`config.mk`:
```
export PLATFORM = sky130hd
export DESIGN_NAME = ddr4_dimm_responder_flat
export DESIGN_NICKNAME = d
export VERILOG_FILES = /design/src/rtl/ddr4_dimm_responder_if.sv /design/src/rtl/ddr4_dimm_responder.sv /design/src/flat_wrapper.sv
export SDC_FILE = /design/constraint.sdc
export NUM_CORES = 2
export LEC_CHECK = 0
export ABC_CLOCK_PERIOD_IN_PS = 5100
export CORE_MARGIN = 3
export CORE_UTILIZATION = 54
export DETAILED_ROUTE_END_ITERATION = 10
export PLACE_DENSITY = 0.75
export SETUP_SLACK_MARGIN = 0.2
export SLEW_MARGIN = 20
export SYNTH_ARGS = -nofsm -noshare
export SYNTH_HDL_FRONTEND = slang
export SYNTH_SLANG_ARGS = --single-unit
```
`constraint.sdc`:
```
create_clock -name clk -period 5.1 [get_ports clk]
set_input_delay 1.02 -clock clk [delete_from_list [all_inputs] [get_ports clk]]
set_output_delay 1.02 -clock clk [all_outputs]
set_load 0.005 [all_outputs]
```
`src/rtl/ddr4_dimm_responder_if.sv`:
```
// Command and response bundle between the controller scheduler and the DIMM-side model.
interface ddr4_dimm_responder_if;
  // Handshake: cmd_valid qualifies every cmd_* field in the cycle it is high.
  // There is no ready; each valid command is consumed at the edge that samples it.
  // rd_valid, wr_ack and err_valid are single-cycle pulses with no acknowledge.
  logic        cmd_valid;
  logic [2:0]  cmd_op;
  logic [1:0]  cmd_bg;
  logic [1:0]  cmd_ba;
  logic [13:0] cmd_row;
  logic [10:0] cmd_col;
  logic        rd_valid;
  logic [3:0]  rd_bank;
  logic [13:0] rd_row;
  logic [10:0] rd_col;
  logic        wr_ack;
  logic [3:0]  wr_bank;
  logic        err_valid;
  logic [2:0]  err_code;
  logic [15:0] bank_open;
  logic [31:0] rd_count;
  logic [31:0] wr_count;
  logic [31:0] bank_state;  // debug view, 2 bits per bank: 0 idle, 1 activating, 2 active, 3 precharging

  modport master (
    output cmd_valid, cmd_op, cmd_bg, cmd_ba, cmd_row, cmd_col,
    input  rd_valid, rd_bank, rd_row, rd_col, wr_ack, wr_bank,
    input  err_valid, err_code, bank_open, rd_count, wr_count, bank_state
  );

  modport slave (
    input  cmd_valid, cmd_op, cmd_bg, cmd_ba, cmd_row, cmd_col,
    output rd_valid, rd_bank, rd_row, rd_col, wr_ack, wr_bank,
    output err_valid, err_code, bank_open, rd_count, wr_count, bank_state
  );
endinterface

```
`src/rtl/ddr4_dimm_responder.sv`:
```
// DDR4 device-side responder: per-bank row state and timing for 16 banks, fixed-latency
// read/write completions, and registered reporting of timing and protocol violations.
module ddr4_dimm_responder #(
  parameter int T_RCD = 24,
  parameter int T_RAS = 52,
  parameter int T_RP  = 24,
  parameter int T_CL  = 24,
  parameter int T_CWD = 20
) (
  input logic                  clk,
  input logic                  rst,
  ddr4_dimm_responder_if.slave bus
);
  typedef enum logic [1:0] {
    IDLE        = 2'd0,
    ACTIVATING  = 2'd1,
    ACTIVE      = 2'd2,
    PRECHARGING = 2'd3
  } bank_state_t;

  typedef struct packed {
    logic        valid;
    logic [3:0]  bank;
    logic [13:0] row;
    logic [10:0] col;
  } rd_slot_t;

  typedef struct packed {
    logic       valid;
    logic [3:0] bank;
  } wr_slot_t;

  localparam logic [2:0] OP_NOP = 3'd0;
  localparam logic [2:0] OP_ACT = 3'd1;
  localparam logic [2:0] OP_RD  = 3'd2;
  localparam logic [2:0] OP_WR  = 3'd3;
  localparam logic [2:0] OP_PRE = 3'd4;

  localparam logic [2:0] ERR_ACT_BUSY = 3'd1;
  localparam logic [2:0] ERR_NOT_OPEN = 3'd2;
  localparam logic [2:0] ERR_EARLY_PRE = 3'd3;
  localparam logic [2:0] ERR_BAD_OP   = 3'd4;

  localparam logic [6:0] RCD_C = 7'(T_RCD);
  localparam logic [6:0] RAS_C = 7'(T_RAS);
  localparam logic [6:0] RP_C  = 7'(T_RP);

  bank_state_t state_q [16];
  bank_state_t state_d [16];
  logic [6:0]  timer_q [16];
  logic [6:0]  timer_d [16];
  logic [13:0] row_q   [16];
  logic [13:0] row_d   [16];

  logic [3:0]  bank;
  bank_state_t cur_state;
  logic [6:0]  cur_timer;

  logic        act_ok;
  logic        pre_ok;
  logic        rd_ok;
  logic        wr_ok;
  logic        cmd_err;
  logic [2:0]  cmd_err_code;

  assign bank      = {bus.cmd_bg, bus.cmd_ba};
  assign cur_state = state_q[bank];
  assign cur_timer = timer_q[bank];

  always_comb begin : decode
    act_ok       = 1'b0;
    pre_ok       = 1'b0;
    rd_ok        = 1'b0;
    wr_ok        = 1'b0;
    cmd_err      = 1'b0;
    cmd_err_code = 3'd0;
    if (bus.cmd_valid) begin
      case (bus.cmd_op)
        OP_NOP: ;
        OP_ACT: begin
          if (cur_state == IDLE) act_ok = 1'b1;
          else begin
            cmd_err      = 1'b1;
            cmd_err_code = ERR_ACT_BUSY;
          end
        end
        OP_RD, OP_WR: begin
          if (cur_state == ACTIVE) begin
            rd_ok = (bus.cmd_op == OP_RD);
            wr_ok = (bus.cmd_op == OP_WR);
          end else begin
            cmd_err      = 1'b1;
            cmd_err_code = ERR_NOT_OPEN;
          end
        end
        OP_PRE: begin
          // PRE to an idle or already-precharging bank is a silent no-op.
          if ((cur_state == ACTIVATING) || (cur_state == ACTIVE)) begin
            if (cur_timer >= RAS_C) pre_ok = 1'b1;
            else begin
              cmd_err      = 1'b1;
              cmd_err_code = ERR_EARLY_PRE;
            end
          end
        end
        default: begin
          cmd_err      = 1'b1;
          cmd_err_code = ERR_BAD_OP;
        end
      endcase
    end
  end

  // The timer is loaded with 1 by the accepting edge, so timer >= N at edge T+N
  // means N cycles have elapsed since the ACT/PRE.
  always_comb begin : bank_next
    for (int i = 0; i < 16; i++) begin
      state_d[i] = state_q[i];
      row_d[i]   = row_q[i];
      timer_d[i] = (timer_q[i] == 7'd127) ? timer_q[i] : timer_q[i] + 7'd1;
      case (state_q[i])
        ACTIVATING:  if (timer_d[i] >= RCD_C) state_d[i] = ACTIVE;
        PRECHARGING: if (timer_d[i] >= RP_C)  state_d[i] = IDLE;
        default: ;
      endcase
      if (4'(i) == bank) begin
        if (act_ok) begin
          state_d[i] = (RCD_C <= 7'd1) ? ACTIVE : ACTIVATING;
          timer_d[i] = 7'd1;
          row_d[i]   = bus.cmd_row;
        end
        if (pre_ok) begin
          state_d[i] = (RP_C <= 7'd1) ? IDLE : PRECHARGING;
          timer_d[i] = 7'd1;
        end
      end
    end
  end

  always_ff @(posedge clk) begin : bank_regs
    if (rst) begin
      for (int i = 0; i < 16; i++) begin
        state_q[i] <= IDLE;
        timer_q[i] <= 7'd0;
        row_q[i]   <= 14'd0;
      end
    end else begin
      for (int i = 0; i < 16; i++) begin
        state_q[i] <= state_d[i];
        timer_q[i] <= timer_d[i];
        row_q[i]   <= row_d[i];
      end
    end
  end

  rd_slot_t rd_in;
  wr_slot_t wr_in;
  rd_slot_t rd_pipe [T_CL];
  wr_slot_t wr_pipe [T_CWD];
  rd_slot_t rd_out;
  wr_slot_t wr_out;

  always_comb begin : pipe_entry
    rd_in = '0;
    wr_in = '0;
    if (rd_ok) begin
      rd_in.valid = 1'b1;
      rd_in.bank  = bank;
      rd_in.row   = row_q[bank];
      rd_in.col   = bus.cmd_col;
    end
    if (wr_ok) begin
      wr_in.valid = 1'b1;
      wr_in.bank  = bank;
    end
  end

  // Stage k holds a command k edges after acceptance; the output register adds the last edge.
  always_ff @(posedge clk) begin : return_pipes
    if (rst) begin
      for (int i = 0; i < T_CL; i++)  rd_pipe[i] <= '0;
      for (int i = 0; i < T_CWD; i++) wr_pipe[i] <= '0;
      rd_out <= '0;
      wr_out <= '0;
    end else begin
      rd_pipe[0] <= rd_in;
      for (int i = 1; i < T_CL; i++)  rd_pipe[i] <= rd_pipe[i-1];
      wr_pipe[0] <= wr_in;
      for (int i = 1; i < T_CWD; i++) wr_pipe[i] <= wr_pipe[i-1];
      rd_out <= rd_pipe[T_CL-1];
      wr_out <= wr_pipe[T_CWD-1];
    end
  end

  logic        err_stage_valid;
  logic [2:0]  err_stage_code;
  logic        err_valid_q;
  logic [2:0]  err_code_q;
  logic [31:0] rd_count_q;
  logic [31:0] wr_count_q;

  always_ff @(posedge clk) begin : err_and_counters
    if (rst) begin
      err_stage_valid <= 1'b0;
      err_stage_code  <= 3'd0;
      err_valid_q     <= 1'b0;
      err_code_q      <= 3'd0;
      rd_count_q      <= 32'd0;
      wr_count_q      <= 32'd0;
    end else begin
      err_stage_valid <= cmd_err;
      err_stage_code  <= cmd_err_code;
      err_valid_q     <= err_stage_valid;
      if (err_stage_valid) err_code_q <= err_stage_code;
      if (rd_ok) rd_count_q <= rd_count_q + 32'd1;
      if (wr_ok) wr_count_q <= wr_count_q + 32'd1;
    end
  end

  logic [15:0] bank_open_w;
  logic [31:0] bank_state_w;

  always_comb begin : bank_view
    bank_open_w  = '0;
    bank_state_w = '0;
    for (int i = 0; i < 16; i++) begin
      bank_open_w[i]         = (state_q[i] == ACTIVATING) || (state_q[i] == ACTIVE);
      bank_state_w[2*i +: 2] = state_q[i];
    end
  end

  assign bus.rd_valid   = rd_out.valid;
  assign bus.rd_bank    = rd_out.bank;
  assign bus.rd_row     = rd_out.row;
  assign bus.rd_col     = rd_out.col;
  assign bus.wr_ack     = wr_out.valid;
  assign bus.wr_bank    = wr_out.bank;
  assign bus.err_valid  = err_valid_q;
  assign bus.err_code   = err_code_q;
  assign bus.bank_open  = bank_open_w;
  assign bus.rd_count   = rd_count_q;
  assign bus.wr_count   = wr_count_q;
  assign bus.bank_state = bank_state_w;
endmodule

```
`src/flat_wrapper.sv`:
```
// flat-port wrapper written by rule: the top's interface ports become plain ports
module ddr4_dimm_responder_flat 
#(
  parameter int T_RCD = 24,
  parameter int T_RAS = 52,
  parameter int T_RP  = 24,
  parameter int T_CL  = 24,
  parameter int T_CWD = 20
)
  (clk, rst, bus_cmd_valid, bus_cmd_op, bus_cmd_bg, bus_cmd_ba, bus_cmd_row, bus_cmd_col, bus_rd_valid, bus_rd_bank, bus_rd_row, bus_rd_col, bus_wr_ack, bus_wr_bank, bus_err_valid, bus_err_code, bus_bank_open, bus_rd_count, bus_wr_count, bus_bank_state);
  ddr4_dimm_responder_if bus_i ();
  input logic clk;
  input logic rst;
  input wire logic [$bits(bus_i.cmd_valid)-1:0] bus_cmd_valid;
  input wire logic [$bits(bus_i.cmd_op)-1:0] bus_cmd_op;
  input wire logic [$bits(bus_i.cmd_bg)-1:0] bus_cmd_bg;
  input wire logic [$bits(bus_i.cmd_ba)-1:0] bus_cmd_ba;
  input wire logic [$bits(bus_i.cmd_row)-1:0] bus_cmd_row;
  input wire logic [$bits(bus_i.cmd_col)-1:0] bus_cmd_col;
  output wire logic [$bits(bus_i.rd_valid)-1:0] bus_rd_valid;
  output wire logic [$bits(bus_i.rd_bank)-1:0] bus_rd_bank;
  output wire logic [$bits(bus_i.rd_row)-1:0] bus_rd_row;
  output wire logic [$bits(bus_i.rd_col)-1:0] bus_rd_col;
  output wire logic [$bits(bus_i.wr_ack)-1:0] bus_wr_ack;
  output wire logic [$bits(bus_i.wr_bank)-1:0] bus_wr_bank;
  output wire logic [$bits(bus_i.err_valid)-1:0] bus_err_valid;
  output wire logic [$bits(bus_i.err_code)-1:0] bus_err_code;
  output wire logic [$bits(bus_i.bank_open)-1:0] bus_bank_open;
  output wire logic [$bits(bus_i.rd_count)-1:0] bus_rd_count;
  output wire logic [$bits(bus_i.wr_count)-1:0] bus_wr_count;
  output wire logic [$bits(bus_i.bank_state)-1:0] bus_bank_state;
  assign bus_i.cmd_valid = bus_cmd_valid;
  assign bus_i.cmd_op = bus_cmd_op;
  assign bus_i.cmd_bg = bus_cmd_bg;
  assign bus_i.cmd_ba = bus_cmd_ba;
  assign bus_i.cmd_row = bus_cmd_row;
  assign bus_i.cmd_col = bus_cmd_col;
  assign bus_rd_valid = bus_i.rd_valid;
  assign bus_rd_bank = bus_i.rd_bank;
  assign bus_rd_row = bus_i.rd_row;
  assign bus_rd_col = bus_i.rd_col;
  assign bus_wr_ack = bus_i.wr_ack;
  assign bus_wr_bank = bus_i.wr_bank;
  assign bus_err_valid = bus_i.err_valid;
  assign bus_err_code = bus_i.err_code;
  assign bus_bank_open = bus_i.bank_open;
  assign bus_rd_count = bus_i.rd_count;
  assign bus_wr_count = bus_i.wr_count;
  assign bus_bank_state = bus_i.bank_state;
  ddr4_dimm_responder #(.T_RCD(T_RCD), .T_RAS(T_RAS), .T_RP(T_RP), .T_CL(T_CL), .T_CWD(T_CWD)) u_core (.clk(clk), .rst(rst), .bus(bus_i));
endmodule
```
==> summary.txt <==
Worst setup path
  • Kind of end point of the critical path: flop
  • Sequence of cells on the critical path: buf_4 -> mux4_2 -> mux4_2 -> inv_1 -> ha_1 -> nor4bb_1 -> and2_0 -> a31oi_4 -> o31ai_1 -> nor3_1
  • Startpoint of the worst-slack reg-to-reg timing path: u_core.state_q[15][0]$_SDFF_PP0_
  • Worst stage delay on the critical path: 0.70 ns
  • Setup CP Type: in -> reg
  • Worst setup path start: bus_cmd_ba[1]
  • Crit-path most repeated cell: sky130_fd_sc_hd__mux4_2
  • Worst endpoint data arrival time: 4.67 ns
  • CP required: 5.61 ns
  • CP Max Fanout: 34
  • Kind of start point of the critical path: input port
  • Slowest CP cell: sky130_fd_sc_hd__o31ai_1

Yosys
  • Unique masters post-synth: 69
  • Number of nets in the synthesized netlist: 3815
  • Top_reg_cell synth: sky130_fd_sc_hd__dfxtp_1
  • Gate Count Post-Synth: 3728
  • Top cell type's share of synthesized area: 49.2%
  • Cell area after technology mapping: 43600 µm²
  • Yosys reg bits: 1295
  • EDFF count, synth: 224
  • Async SR Flop Fraction: 0%
  • Number of synthesis warnings: 0
  • Library cell occupying the most area in the post-synthesis netlist: sky130_fd_sc_hd__dfxtp_1
  • Most instantiated library cell after synthesis: sky130_fd_sc_hd__dfxtp_1
  • Sequential element share of the synthesized area: 64.6%
  • Commonest cells in the synthesized netlist: 1071 x sky130_fd_sc_hd__dfxtp_1, 831 x sky130_fd_sc_hd__nor2b_1, 358 x sky130_fd_sc_hd__nor2_1
  • Cell types occupying the most area after synthesis: sky130_fd_sc_hd__dfxtp_1 49%, sky130_fd_sc_hd__edfxtp_1 15%, sky130_fd_sc_hd__nor2b_1 12%, sky130_fd_sc_hd__mux4_2 4.5%, sky130_fd_sc_hd__nor2_1 3.1%
  • Synthesized area per cell: 11.7 µm²

Power
  • Combinational power share: 2.9%
  • Clk network pwr share: 44.5%
  • Tot Pwr: 0.0201 W
  • Net switching component of the power: 0.00417 W
  • Switching Fraction: 20.7%
  • Max rail drop VDD: 0.287 mV
  • Reported leakage power: 19.1 nW
  • Sequential share of power: 52.6%
  • P per Cell Area: 399 nW/µm²
  • Cell-internal power: 0.0160 W

Detailed routing
  • 1st-pass router iterations: 6
  • Total detailed-routing wirelength: 78400 µm
  • Initial detailed-routing violation count: 2073
  • Vias per inst: 5.17
  • Vias after detailed routing: 26129
  • Wire length per cell after detailed routing: 15.5 µm
  • Drc violations: 0
  • Final antenna-violating net count: 0

Min path
  • Worst min-delay path startpoint: u_core.rd_pipe[0][10]$_SDFF_PP0_
  • Min-Delay Path Class: reg -> reg

Status
  • Run status: finished, final reports clean

Finish
  • Fraction of layout instances using a drive strength above 1: 8.36%
  • Cell Count, Final, Fillers Out: 5058
  • Number of fill cells: 5995
  • Synthesis-to-layout area growth: 15.9%
  • Final Net Count: 3992

STA
  • Final critical-path share of the clock period: 81.6%
  • Max-slew headroom at the worst pin: 37.9%
  • Setup violations, final: 0
  • Unrepaired setup endpoints after global routing: no
  • Hold Violations, Final: 0
  • Tmin final: 4.16 ns
  • Slew Limit Fails: 0
  • Actual transition at the worst max-transition pin: 0.931 ns
  • Maximum clock frequency: 240 MHz
  • Total negative slack: 0 ns
  • Worst clock skew on the final layout: 0.0546 ns

Global route
  • Met1 usage: 23.3%
  • Antenna violations before repair: 0
  • First-pass GRT wire length: 126000 µm
  • GR Util met2: 30.4%
  • GRT Resource Usage Total: 18.2%
  • Residual overflow from global routing: 0
  • Layer with the highest usage: met2
  • Pin count of the biggest net entering global routing: 226
  • Fraction of met3 tracks used by global routing: 3.84%
  • Vias in the first global route: 24454

Die
  • Die height: 290 µm
  • Initial standard-cell utilization of the core: 54.8%
  • Placeable core area: 79500 µm²
  • Top-level port count: 186
  • Die width: 290 µm
  • Site Rows: 103
  • Full die area: 84200 µm²

Clock tree
  • Total number of clock tree sinks: 1295
  • Clock latency on the worst-skew pair: 0.70 ns
  • H-tree level count: 3
  • Number of CTS-inserted buffers: 121
  • Maximum buffer depth of the clock tree: 3
  • Hold buffer count at CTS: 0
  • CTS clock-pin slew for the worst setup and hold paths: 0.06 ns
  • TritonCTS clock tree: yes
  • Post-cts repair resize count: 0
  • Clk root buf: sky130_fd_sc_hd__clkbuf_16
  • Number of setup buffers added after CTS: 0

Placement
  • Post-placement cell count: 4832
  • Count of input and output buffers: 185
  • Placer congestion estimate: 0.894
  • Half-perimeter wire length after detailed placement: 48800 µm

Run
  • Max capacitance violation total: 0
-- per-stage QoR --
| step | util [%] | instance area [µm²] | setup slack, ns | hold slack, ns |
|---|---|---|---|---|
| final | 63.6 | 50500 | 0.938 | 0.402 |
| after global routing | 63.5 | 50500 | 0.779 | 0.413 |
| after CTS | 63.5 | 50500 | 1.05 | 0.390 |
| after detailed placement | 58.4 | 46400 | 0.361 | 0.420 |
| after global placement | 58.4 | 46400 | 0.532 | 0.415 |
| after floorplan | - | 43600 | -0.124 | 0.414 |
-- registers in the layout (all words and copies together) (netlist names), 3 cells and up --
signal / flops
u_core.timer_q: 112
u_core.bus.wr_bank: 4
u_core.bus.wr_count: 32
u_core.rd_pipe: 720
u_core.err_stage_code: 3
u_core.state_q: 32
u_core.bus.rd_col: 11
u_core.bus.rd_bank: 4
u_core.row_q: 224
u_core.bus.rd_row: 14
u_core.bus.rd_count: 32
u_core.bus.err_code: 3
u_core.wr_pipe: 100
-- layer usage --
layer	part of all wire, %	wire length [µm]
met4	3.9	3090
met3	6.5	5080
met2	48	37400
met5	0	0
met1	42	32800
-- power groups by stage --
stage	logic, W	registers (W)	clock network (W)
2_1_floorplan	0.000408	0.0108	0
3_3_place_gp	0.000581	0.0108	0
3_5_place_dp	0.000588	0.0108	0
4_1_cts	0.000591	0.0106	0.00921
5_1_grt	0.000640	0.0106	0.00960
6_report	0.000586	0.0106	0.00897
-- worst paths after layout --
kind,endpoint,slack (ns),cells past startpoint
worst min-delay path,u_core.rd_pipe[1][10]$_SDFF_PP0_,0.40,1
worst max register to register,u_core.timer_q[0][4]$_SDFF_PP0_,1.11,10
worst max-delay path,u_core.timer_q[0][4]$_SDFF_PP0_,0.94,10
worst min register to register,u_core.rd_pipe[1][10]$_SDFF_PP0_,0.40,1
-- critical path: cells and delay by family --
| kind | cells | cell delay (ns) |
|---|---|---|
| AOI/OAI and AO/OA | 2 | 0.95 |
| muxes | 2 | 0.86 |
| and+or+nand+nor | 3 | 1.20 |
| adders and majority gates | 1 | 0.14 |
| buffers and inverters | 2 | 0.49 |
-- logic make-up after synthesis --
kind of cell / Yosys count / share of synthesized area, %
flops: 1295 / 64.6
mux: 109 / 5.19
simple gates: 1617 / 20.2
buf+inv: 259 / 2.32
fa+ha+maj: 52 / 1.49
compound gates: 299 / 4.24
xor+xnor: 97 / 1.95
-- layout make-up --
type                    instances  area (µm²)  share of cell area, %
flip-flops and latches       1295       28200                   55.7
clock buffers                 179        3470                   6.86
diodes                          1        2.50                0.00495
clock inverters                46         616                   1.22
repair buffers                229        2220                   4.40
multi-input cells            2174       14400                   28.6
inverters                      84         315                  0.624
well taps                    1050        1310                   2.60
-- placed cells by master (no fill, tap or decap), types with 9 or more instances in the layout --
cell	n
sky130_fd_sc_hd__clkbuf_1	37
sky130_fd_sc_hd__inv_1	83
sky130_fd_sc_hd__bufinv_16	10
sky130_fd_sc_hd__clkbuf_8	20
sky130_fd_sc_hd__clkdlybuf4s50_1	182
sky130_fd_sc_hd__xnor2_1	39
sky130_fd_sc_hd__dfxtp_1	1071
sky130_fd_sc_hd__xor2_1	58
sky130_fd_sc_hd__a31oi_1	22
sky130_fd_sc_hd__mux4_2	87
sky130_fd_sc_hd__nand3_1	84
sky130_fd_sc_hd__and3_1	38
sky130_fd_sc_hd__a21o_1	11
sky130_fd_sc_hd__ha_1	52
sky130_fd_sc_hd__o22ai_1	19
sky130_fd_sc_hd__nor2_1	358
sky130_fd_sc_hd__nand2_1	144
sky130_fd_sc_hd__nor2b_1	831
sky130_fd_sc_hd__a211oi_1	11
sky130_fd_sc_hd__nand4_1	31
sky130_fd_sc_hd__and4_1	14
sky130_fd_sc_hd__clkinv_2	13
sky130_fd_sc_hd__nand2b_1	9
sky130_fd_sc_hd__buf_4	42
sky130_fd_sc_hd__and2_1	43
sky130_fd_sc_hd__o31ai_1	16
sky130_fd_sc_hd__a21oi_1	107
sky130_fd_sc_hd__edfxtp_1	224
sky130_fd_sc_hd__or3_1	13
sky130_fd_sc_hd__clkbuf_16	122
sky130_fd_sc_hd__nor3_1	21
sky130_fd_sc_hd__mux2i_1	16
sky130_fd_sc_hd__o21ai_0	60
No activity file was read; power rests on OpenSTA's default activity.
